--- src/rtl/uart_arb_pkg.sv ---
// Shared types and constants for the UART TX arbiter and its helpers.
package uart_arb_pkg;

  localparam int MAX_NREQ = 8;
  localparam int BYTE_W   = 8;

  typedef enum logic [1:0] {
    ST_IDLE  = 2'd0,
    ST_SEND  = 2'd1,
    ST_ABORT = 2'd2
  } arb_state_e;

  // Idle counter width: must hold the timeout value itself; one bit minimum
  // so a disabled timeout still yields a legal vector.
  function automatic int cnt_width(input int unsigned timeout);
    return (timeout == 0) ? 1 : $clog2(timeout + 1);
  endfunction

endpackage

--- src/rtl/rr_picker.sv ---
// Combinational round-robin pick: first asserted request strictly after ptr,
// wrapping modulo N, with ptr itself considered last.
module rr_picker #(
  parameter int N  = 4,
  parameter int IW = (N > 1) ? $clog2(N) : 1
) (
  input  logic [N-1:0]  req,
  input  logic [IW-1:0] ptr,
  output logic          hit,
  output logic [IW-1:0] idx
);

  // Walk candidates farthest-first so the nearest one after ptr wins.
  always_comb begin
    hit = 1'b0;
    idx = '0;
    for (int k = N; k >= 1; k--) begin
      if (req[(int'(ptr) + k) % N]) begin
        hit = 1'b1;
        idx = IW'((int'(ptr) + k) % N);
      end
    end
  end

endmodule

--- src/rtl/uart_tx_arbiter.sv ---
// Packet-granular round-robin arbiter sharing the UART TX FIFO write port
// between NREQ requesters, with a per-grant mid-packet inactivity timeout.
//
// state    | meaning
// ---------+-------------------------------------------------------------
// ST_IDLE  | no grant held; pick next requester, accept no bytes
// ST_SEND  | grant held; pass granted bytes to the FIFO until last byte
// ST_ABORT | one-cycle abort pulse after a timeout, then back to idle
module uart_tx_arbiter
  import uart_arb_pkg::*;
#(
  parameter int          NREQ    = 4,
  parameter int unsigned TIMEOUT = 255,
  localparam int         IW      = $clog2(NREQ)
) (
  input  logic                   CLK,
  input  logic                   RST_N,
  input  logic [NREQ-1:0]        req_valid,
  input  logic [BYTE_W*NREQ-1:0] req_data,
  input  logic [NREQ-1:0]        req_last,
  output logic [NREQ-1:0]        req_ready,
  output logic [BYTE_W-1:0]      uart_data,
  output logic                   uart_write,
  input  logic                   uart_full,
  output logic                   busy,
  output logic [IW-1:0]          grant_id,
  output logic                   abort,
  output logic [IW-1:0]          abort_id
);

  localparam int            CW      = cnt_width(TIMEOUT);
  localparam logic [CW-1:0] TO_VAL  = CW'(TIMEOUT);
  localparam logic [CW-1:0] CNT_MAX = '1;
  localparam logic [IW-1:0] PTR_RST = IW'(NREQ - 1);

  arb_state_e    state_q, state_d;
  logic [IW-1:0] ptr_q, ptr_d;
  logic [IW-1:0] grant_q, grant_d;
  logic [IW-1:0] abort_id_q, abort_id_d;
  logic          abort_q, abort_d;
  logic [CW-1:0] cnt_q, cnt_d;

  logic          pick_hit;
  logic [IW-1:0] pick_idx;
  logic          gnt_valid;
  logic          gnt_last;
  logic          timeout_fire;
  logic          send_open;
  logic          accept;

  rr_picker #(
    .N  (NREQ),
    .IW (IW)
  ) u_picker (
    .req (req_valid),
    .ptr (ptr_q),
    .hit (pick_hit),
    .idx (pick_idx)
  );

  // Granted requester's byte straight to the FIFO; a firing timeout closes
  // the port in the same cycle so a late valid cannot sneak a byte through.
  always_comb begin
    gnt_valid    = req_valid[grant_q];
    gnt_last     = req_last[grant_q];
    uart_data    = req_data[grant_q*BYTE_W +: BYTE_W];
    timeout_fire = (state_q == ST_SEND) && (TIMEOUT != 0) && (cnt_q == TO_VAL);
    send_open    = RST_N && (state_q == ST_SEND) && !timeout_fire && !uart_full;
    accept       = send_open && gnt_valid;
    uart_write   = accept;
    req_ready    = '0;
    if (send_open) begin
      req_ready[grant_q] = 1'b1;
    end
  end

  // Next-state logic: arbitration, packet tracking and idle timeout.
  always_comb begin
    state_d    = state_q;
    ptr_d      = ptr_q;
    grant_d    = grant_q;
    abort_id_d = abort_id_q;
    abort_d    = 1'b0;
    cnt_d      = cnt_q;
    case (state_q)
      ST_IDLE: begin
        if (pick_hit) begin
          grant_d = pick_idx;
          ptr_d   = pick_idx;
          cnt_d   = '0;
          state_d = ST_SEND;
        end
      end
      ST_SEND: begin
        if (timeout_fire) begin
          state_d    = ST_ABORT;
          abort_d    = 1'b1;
          abort_id_d = grant_q;
          cnt_d      = '0;
        end else if (accept) begin
          cnt_d = '0;
          if (gnt_last) begin
            state_d = ST_IDLE;
          end
        end else if (!gnt_valid) begin
          // Only requester silence counts; a full FIFO holds the count.
          if (cnt_q != CNT_MAX) begin
            cnt_d = cnt_q + CW'(1);
          end
        end
      end
      ST_ABORT: begin
        state_d = ST_IDLE;
      end
      default: begin
        state_d = ST_IDLE;
      end
    endcase
  end

  // State and registered-output flops with synchronous active-low reset.
  always_ff @(posedge CLK) begin
    if (!RST_N) begin
      state_q    <= ST_IDLE;
      ptr_q      <= PTR_RST;
      grant_q    <= '0;
      abort_id_q <= '0;
      abort_q    <= 1'b0;
      cnt_q      <= '0;
    end else begin
      state_q    <= state_d;
      ptr_q      <= ptr_d;
      grant_q    <= grant_d;
      abort_id_q <= abort_id_d;
      abort_q    <= abort_d;
      cnt_q      <= cnt_d;
    end
  end

  assign busy     = (state_q == ST_SEND);
  assign grant_id = grant_q;
  assign abort    = abort_q;
  assign abort_id = abort_id_q;

endmodule

--- config.mk ---
export PLATFORM = sky130hd
export DESIGN_NAME = uart_tx_arbiter
export DESIGN_NICKNAME = d
export VERILOG_FILES = /design/src/rtl/uart_arb_pkg.sv /design/src/rtl/rr_picker.sv /design/src/rtl/uart_tx_arbiter.sv
export SDC_FILE = /design/constraint.sdc
export NUM_CORES = 1
export LEC_CHECK = 0
export CORE_MARGIN = 4
export CORE_UTILIZATION = 43
export CTS_CLUSTER_DIAMETER = 50
export DETAILED_ROUTE_END_ITERATION = 7
export GPL_ROUTABILITY_DRIVEN = 0
export GPL_TIMING_DRIVEN = 0
export PLACE_DENSITY = 0.86
export SKIP_CTS_REPAIR_TIMING = 1
export SYNTH_ARGS = -nofsm -noshare
export SYNTH_HDL_FRONTEND = slang
export SYNTH_SLANG_ARGS = --single-unit
export TNS_END_PERCENT = 30
--- constraint.sdc ---
create_clock -name CLK -period 2.93 [get_ports CLK]
set_input_delay 0.293 -clock CLK [delete_from_list [all_inputs] [get_ports CLK]]
set_output_delay 0.293 -clock CLK [all_outputs]
set_load 0.005 [all_outputs]
==> results of run 1 <==
where the power goes:
part           total (mW)  switching, mW  internal, mW
Combinational       0.228         0.0830         0.145
Sequential          0.247        0.00828         0.239
Clock               0.129         0.0754        0.0531
Total               0.603          0.167         0.437
worst max-delay path: stages, from the launching register on:
cell	delay [ns]
dfxtp_1	0.42
ha_1	0.22
nand4_1	0.27
o21a_1	0.32
nand2b_1	0.19
inv_1	0.05
and3_1	0.17
clkdlybuf4s50_1	0.44
path summary, 6_finish.rpt:
check,end,slack [ns],cells after the start
hold reg to reg,cnt_q[7],0.51,1
hold / removal,cnt_q[7],0.51,1
setup / recovery,req_ready[3],0.26,7
setup reg to reg,cnt_q[2],0.91,6
stage by stage:
stage	area [µm²]	total power, mW	hold slack, ns	std cells	utilization [%]
2_1_floorplan	1220	0.359	0.450	129	-
3_3_place_gp	1870	0.471	0.466	221	68.2
3_5_place_dp	1870	0.479	0.482	221	68.2
4_1_cts	1890	0.607	0.507	225	69.2
5_1_grt	1890	0.635	0.531	225	69.2
6_report	1890	0.603	0.507	225	69.2
cells by family (layout without fill, tap and decap cells):
| family | count (synthesis) | in the layout |
|---|---|---|
| compound gates | 28 | 28 |
| fa+ha+maj | 1 | 1 |
| buf+inv | 13 | 78 |
| flops | 17 | 17 |
| mux | 13 | 13 |
| simple gates | 57 | 57 |
metal layers:
metal  GRT usage (%)  routed length, µm
met3            4.61                151
met4            4.33                 26
met1            24.3               1470
met5               0                  0
met2            37.6               2030
state kept, by name, summed over array words and instances, names as in the netlist:
signal	count
cnt_q	8
abort_id	2
grant_id	2
ptr_q	2
state_q	2
abort	1
cells in the mapped netlist (all sizes together):
| library cell | instances | share of area, % |
|---|---|---|
| mux4 | 10 | 19 |
| a21oi | 5 | 2.1 |
| nand2 | 6 | 1.9 |
| mux2i | 2 | 1.6 |
| nand3b | 3 | 1.9 |
| o21a | 3 | 1.9 |
| o221a | 1 | 0.93 |
| o2bb2ai | 1 | 0.72 |
| o21ai | 5 | 3.9 |
| nor2b | 5 | 2.6 |
| o21bai | 1 | 0.62 |
| a2bb2oi | 1 | 0.72 |
| mux2 | 1 | 1.2 |
| dfxtp | 17 | 28 |
| a21o | 4 | 2.5 |
| a22oi | 1 | 0.62 |
| inv | 6 | 1.9 |
| and2 | 3 | 1.5 |
| or3 | 1 | 0.51 |
| ha | 1 | 1.0 |
| clkbuf | 6 | 1.9 |
| nand2b | 7 | 3.6 |
| nor4 | 4 | 2.6 |
| a21boi | 2 | 1.2 |
| or2 | 2 | 1.0 |
| nor3b | 4 | 2.5 |
| buf | 1 | 0.93 |
| nand3 | 7 | 2.9 |
| and3 | 3 | 1.5 |
| nor2 | 5 | 1.5 |
| nand4 | 1 | 0.51 |
| nor3 | 6 | 2.5 |
| a22o | 4 | 2.9 |
area by class of cell:
type,count,area (µm²),area share [%]
clock buffers,4,26.3,1.39
multi-input cells,99,820,43.3
inverters,6,22.5,1.19
repair buffers,61,611,32.3
flip-flops and latches,17,340,18.0
well taps,31,38.8,2.05
plain buffers,7,33.8,1.79
==> results.py, run 1 <==
metrics = {
    "run_status": {
        "status": "finished, final reports clean",
    },
    "layout": {
        "drive_above_1_share_pct": 10.3,
        "n_antenna_cell": 0,
        "syn2layout_area_growth_pct": 55.6,
        "final_common_cell": "clkdlybuf4s50_1",
        "layout_common_cells": "61 x clkdlybuf4s50_1, 17 x dfxtp_1, 10 x mux4_2",
        "fillers": 224,
        "nets": 239,
    },
    "floorplanning": {
        "rows": 19,
        "ios": 62,
        "fp.dieH_um": 61.2,
        "start_util_pct": 44.5,
        "coreArea_um2": 2730,
        "die_area_um2": 3740,
        "die_w_um": 61.2,
    },
    "job": {
        "max-cap-violations": 0,
    },
    "logic_synthesis": {
        "synth_nets": 173,
        "seq_area_frac_synth_pct": 28.0,
        "synthMuxAreaShare_pct": 21.4,
        "synth_top_family_by_area": "simple AND/OR/NAND/NOR gates",
        "syn_area_um2": 1220,
        "yosysWarnings": 0,
        "synth_compound_area_share_pct": 18.0,
        "ys_ff_latch": 17,
        "syn_avg_cell_area_um2": 9.43,
        "yosysUniqueCellTypes": 37,
        "yosys.area_share.simple_pct": 27.0,
        "synthAdderAreaFrac_pct": 1.03,
        "synthXorXnorAreaFrac_pct": 0,
        "postSynthCellCount": 129,
    },
    "route": {
        "drt_iter0_drc": 54,
        "firstDrtPassIters": 4,
        "ant_nets": 0,
        "num_vias": 1266,
        "wl_per_cell_um": 16.3,
        "via_per_inst": 5.63,
        "totalWireLength_um": 3670,
        "drc": 0,
    },
    "clock_tree": {
        "cts_tree": "yes",
        "cts-root-buf": "clkbuf_4",
        "clock_latency_ns": 0.29,
        "numCtsBuffers": 3,
        "path_clk_slew_ns": 0.10,
        "cts_sinks": 17,
        "htreeDepth": 1,
        "clk_path_buf_depth": 2,
    },
    "setup_path": {
        "arrival_ns": 2.38,
        "r2r_start": "cnt_q[0]",
        "cp-startpoint": "cnt_q[0]",
        "cp_data_required_time_ns": 2.64,
        "startpoint_type": "register",
        "cp-end-kind": "output port",
        "critPathMaxFanout": 5,
        "critPathKind": "reg2out",
    },
    "grt": {
        "grt_pass1_vias": 1294,
        "grt_max_degree": 11,
        "track_usage_pct": 20.5,
        "antenna_found_initial": 0,
        "grt_overflow_total": 0,
        "grt_pass1_wl_um": 5750,
    },
    "placement": {
        "hpwl_um": 2980,
        "portBuffers": 61,
        "dp_slack_ns": 0.594,
    },
    "timing": {
        "rsz0062_at_grt": "false",
        "slew_violations": 0,
        "setup_slack_ns": 0.258,
        "period_share_pct": 91.2,
        "finClkSkew_ns": 0.00130,
        "finalCriticalPeriod_ns": 2.67,
        "slew_headroom_pct": 63.8,
        "fmaxAchievable_mhz": 374,
        "hold_violations": 0,
        "setup-violations-final": 0,
        "tightest_slew_ns": 0.543,
        "setup_tns_ns": 0,
    },
    "pwr": {
        "power-per-cell-area_nw_per_um2": 319,
        "ir_drop_mv": 0.292,
        "leakage_nw": 0.673,
    },
    "hold_path": {
        "hp-class": "reg2reg",
        "min_from": "cnt_q[7]",
    },
}
Power figures use the tool's default switching activity.
==> run 2, diff against run 1 <==
--- a/config.mk
+++ b/config.mk
@@ -5,13 +5,16 @@
 export SDC_FILE = /design/constraint.sdc
 export NUM_CORES = 1
 export LEC_CHECK = 0
+export ABC_CLOCK_PERIOD_IN_PS = 2930
+export CELL_PAD_IN_SITES_DETAIL_PLACEMENT = 1
+export CELL_PAD_IN_SITES_GLOBAL_PLACEMENT = 2
 export CORE_MARGIN = 4
-export CORE_UTILIZATION = 43
+export CORE_UTILIZATION = 24
 export CTS_CLUSTER_DIAMETER = 50
 export DETAILED_ROUTE_END_ITERATION = 7
 export GPL_ROUTABILITY_DRIVEN = 0
 export GPL_TIMING_DRIVEN = 0
-export PLACE_DENSITY = 0.86
+export PLACE_DENSITY_LB_ADDON = 0.1
 export SKIP_CTS_REPAIR_TIMING = 1
 export SYNTH_ARGS = -nofsm -noshare
 export SYNTH_HDL_FRONTEND = slang
==> run 2 against run 1 <==
Via count grew 0.16%. Cell area grew 3.4%. Maximum frequency grew 1.1%. Non-clock buffer count is the same. Critical path type unchanged. Largest cell class unchanged.
==> results.py, run 2 (synthesis gave the netlist of run 1 again) <==
metrics = {
    "setup_path": {
        "crit_family": "simple AND/OR/NAND/NOR gates",
        "r2r_cells": 6,
        "arrival_ns": 2.35,
        "crit_chain": "ha_1 > nand4_1 > o21a_1 > nand2b_1 > inv_1 > and3_1 > clkdlybuf4s50_1",
        "critPathKind": "reg2out",
        "worst-path-stages": 7,
        "startpoint_type": "register",
        "cp-startpoint": "cnt_q[0]",
        "cp-end-kind": "output port",
        "max_stage_delay_ns": 0.45,
        "reg2reg_to": "cnt_q[2]",
        "cp_data_required_time_ns": 2.64,
        "critPathBufInv": 2,
        "r2r_start": "cnt_q[0]",
        "worstSetupEndpoint": "req_ready[3]",
        "regToRegSetupSlack_ns": 0.92,
        "critPathSlowestCell": "clkdlybuf4s50_1",
        "critPathMaxFanout": 5,
    },
    "route": {
        "wl_per_cell_um": 15.7,
        "via_per_inst": 4.86,
        "firstDrtPassIters": 4,
        "drt_iter0_drc": 28,
        "num_vias": 1268,
        "ant_nets": 0,
        "totalWireLength_um": 4110,
        "drc": 0,
    },
    "timing": {
        "period_share_pct": 90.2,
        "hold_violations": 0,
        "slew_headroom_pct": 60.4,
        "setup-violations-final": 0,
        "fmaxAchievable_mhz": 378,
        "finClkSkew_ns": 0.000725,
        "finalCriticalPeriod_ns": 2.64,
        "slew_violations": 0,
        "setup_tns_ns": 0,
        "setup_slack_ns": 0.287,
        "tightest_slew_ns": 0.588,
        "rsz0062_at_grt": "false",
    },
    "run_status": {
        "status": "finished, final reports clean",
    },
    "floorplanning": {
        "die_area_um2": 6270,
        "rows": 25,
        "coreArea_um2": 4820,
        "start_util_pct": 25.2,
        "die_w_um": 79.2,
        "ios": 62,
        "fp.dieH_um": 79.2,
    },
    "layout": {
        "nets": 239,
        "seq_area_um2": 340,
        "largest_reg_flops": 8,
        "drive_above_1_share_pct": 10.3,
        "layout_common_cells": "61 x clkdlybuf4s50_1, 17 x dfxtp_1, 10 x mux4_2",
        "final_common_cell": "clkdlybuf4s50_1",
        "largest-register": "cnt_q",
        "syn2layout_area_growth_pct": 60.8,
        "fillers": 589,
        "n_antenna_cell": 0,
        "multi_input_area_um2": 820,
    },
    "grt": {
        "track_usage_pct": 13.5,
        "grt_use_met2_pct": 25.1,
        "grt_overflow_total": 0,
        "grt_max_degree": 11,
        "grt_busiest_layer": "met2",
        "use_met3_pct": 3.17,
        "grt_pass1_vias": 1359,
        "grtUsageMet1_pct": 15.7,
        "grt_pass1_wl_um": 6760,
        "antenna_found_initial": 0,
    },
    "placement": {
        "portBuffers": 61,
        "hpwl_um": 3430,
        "dp_slack_ns": 0.526,
    },
    "pwr": {
        "leakage_nw": 0.681,
        "power-per-cell-area_nw_per_um2": 336,
        "ir_drop_mv": 0.159,
    },
    "clock_tree": {
        "clock_latency_ns": 0.26,
        "path_clk_slew_ns": 0.07,
        "cts_sinks": 17,
        "htreeDepth": 1,
        "clk_path_buf_depth": 2,
        "numCtsBuffers": 3,
        "cts-root-buf": "clkbuf_8",
        "cts_tree": "yes",
    },
    "job": {
        "max-cap-violations": 0,
    },
    "hold_path": {
        "hp-class": "reg2reg",
    },
}
[run 2: area by class of cell]
cell class | count | area share [%]
multi-input cells | 99 | 41.9
repair buffers | 61 | 31.2
flip-flops and latches | 17 | 17.4
well taps | 67 | 4.29
clock buffers | 4 | 2.30
plain buffers | 7 | 1.73
inverters | 6 | 1.15
[run 2: worst register-to-register path: stages, from the launching register on]
cell and delay (ns):
dfxtp_1 0.41, ha_1 0.22, nand4_1 0.27, o21a_1 0.32
and3_1 0.24, a22o_1 0.19, mux2_4 0.25
[run 2: power breakdown]
part | internal, mW | switching, mW
clock network | 0.0967 | 0.0877
registers | 0.239 | 0.00834
logic | 0.145 | 0.0813
total | 0.480 | 0.177
[run 2: worst min path at each step]
stage / from / to / cells after the start
global route: cnt_q[7] / cnt_q[7] / 1
detailed placement: cnt_q[7] / cnt_q[7] / 1
floorplan: cnt_q[7] / cnt_q[7] / 1
CTS: cnt_q[7] / cnt_q[7] / 1
global placement: cnt_q[7] / cnt_q[7] / 1
finish: cnt_q[7] / cnt_q[7] / 1
[run 2: routing by layer]
metal	vias up	wire, µm
li1	612	-
met1	632	1620
met2	19	2340
met3	5	107
met4	0	36
met5	-	0
[run 2: stage by stage]
step           cell area [µm²]  power, mW  std cells  hold WS (ns)  util (%)
2_1_floorplan             1220      0.359        129         0.450         -
3_3_place_gp              1910      0.477        257         0.469      39.7
3_5_place_dp              1910      0.481        257         0.479      39.7
4_1_cts                   1960      0.671        261         0.504      40.6
5_1_grt                   1960      0.698        261         0.538      40.6
6_report                  1960      0.657        261         0.506      40.6
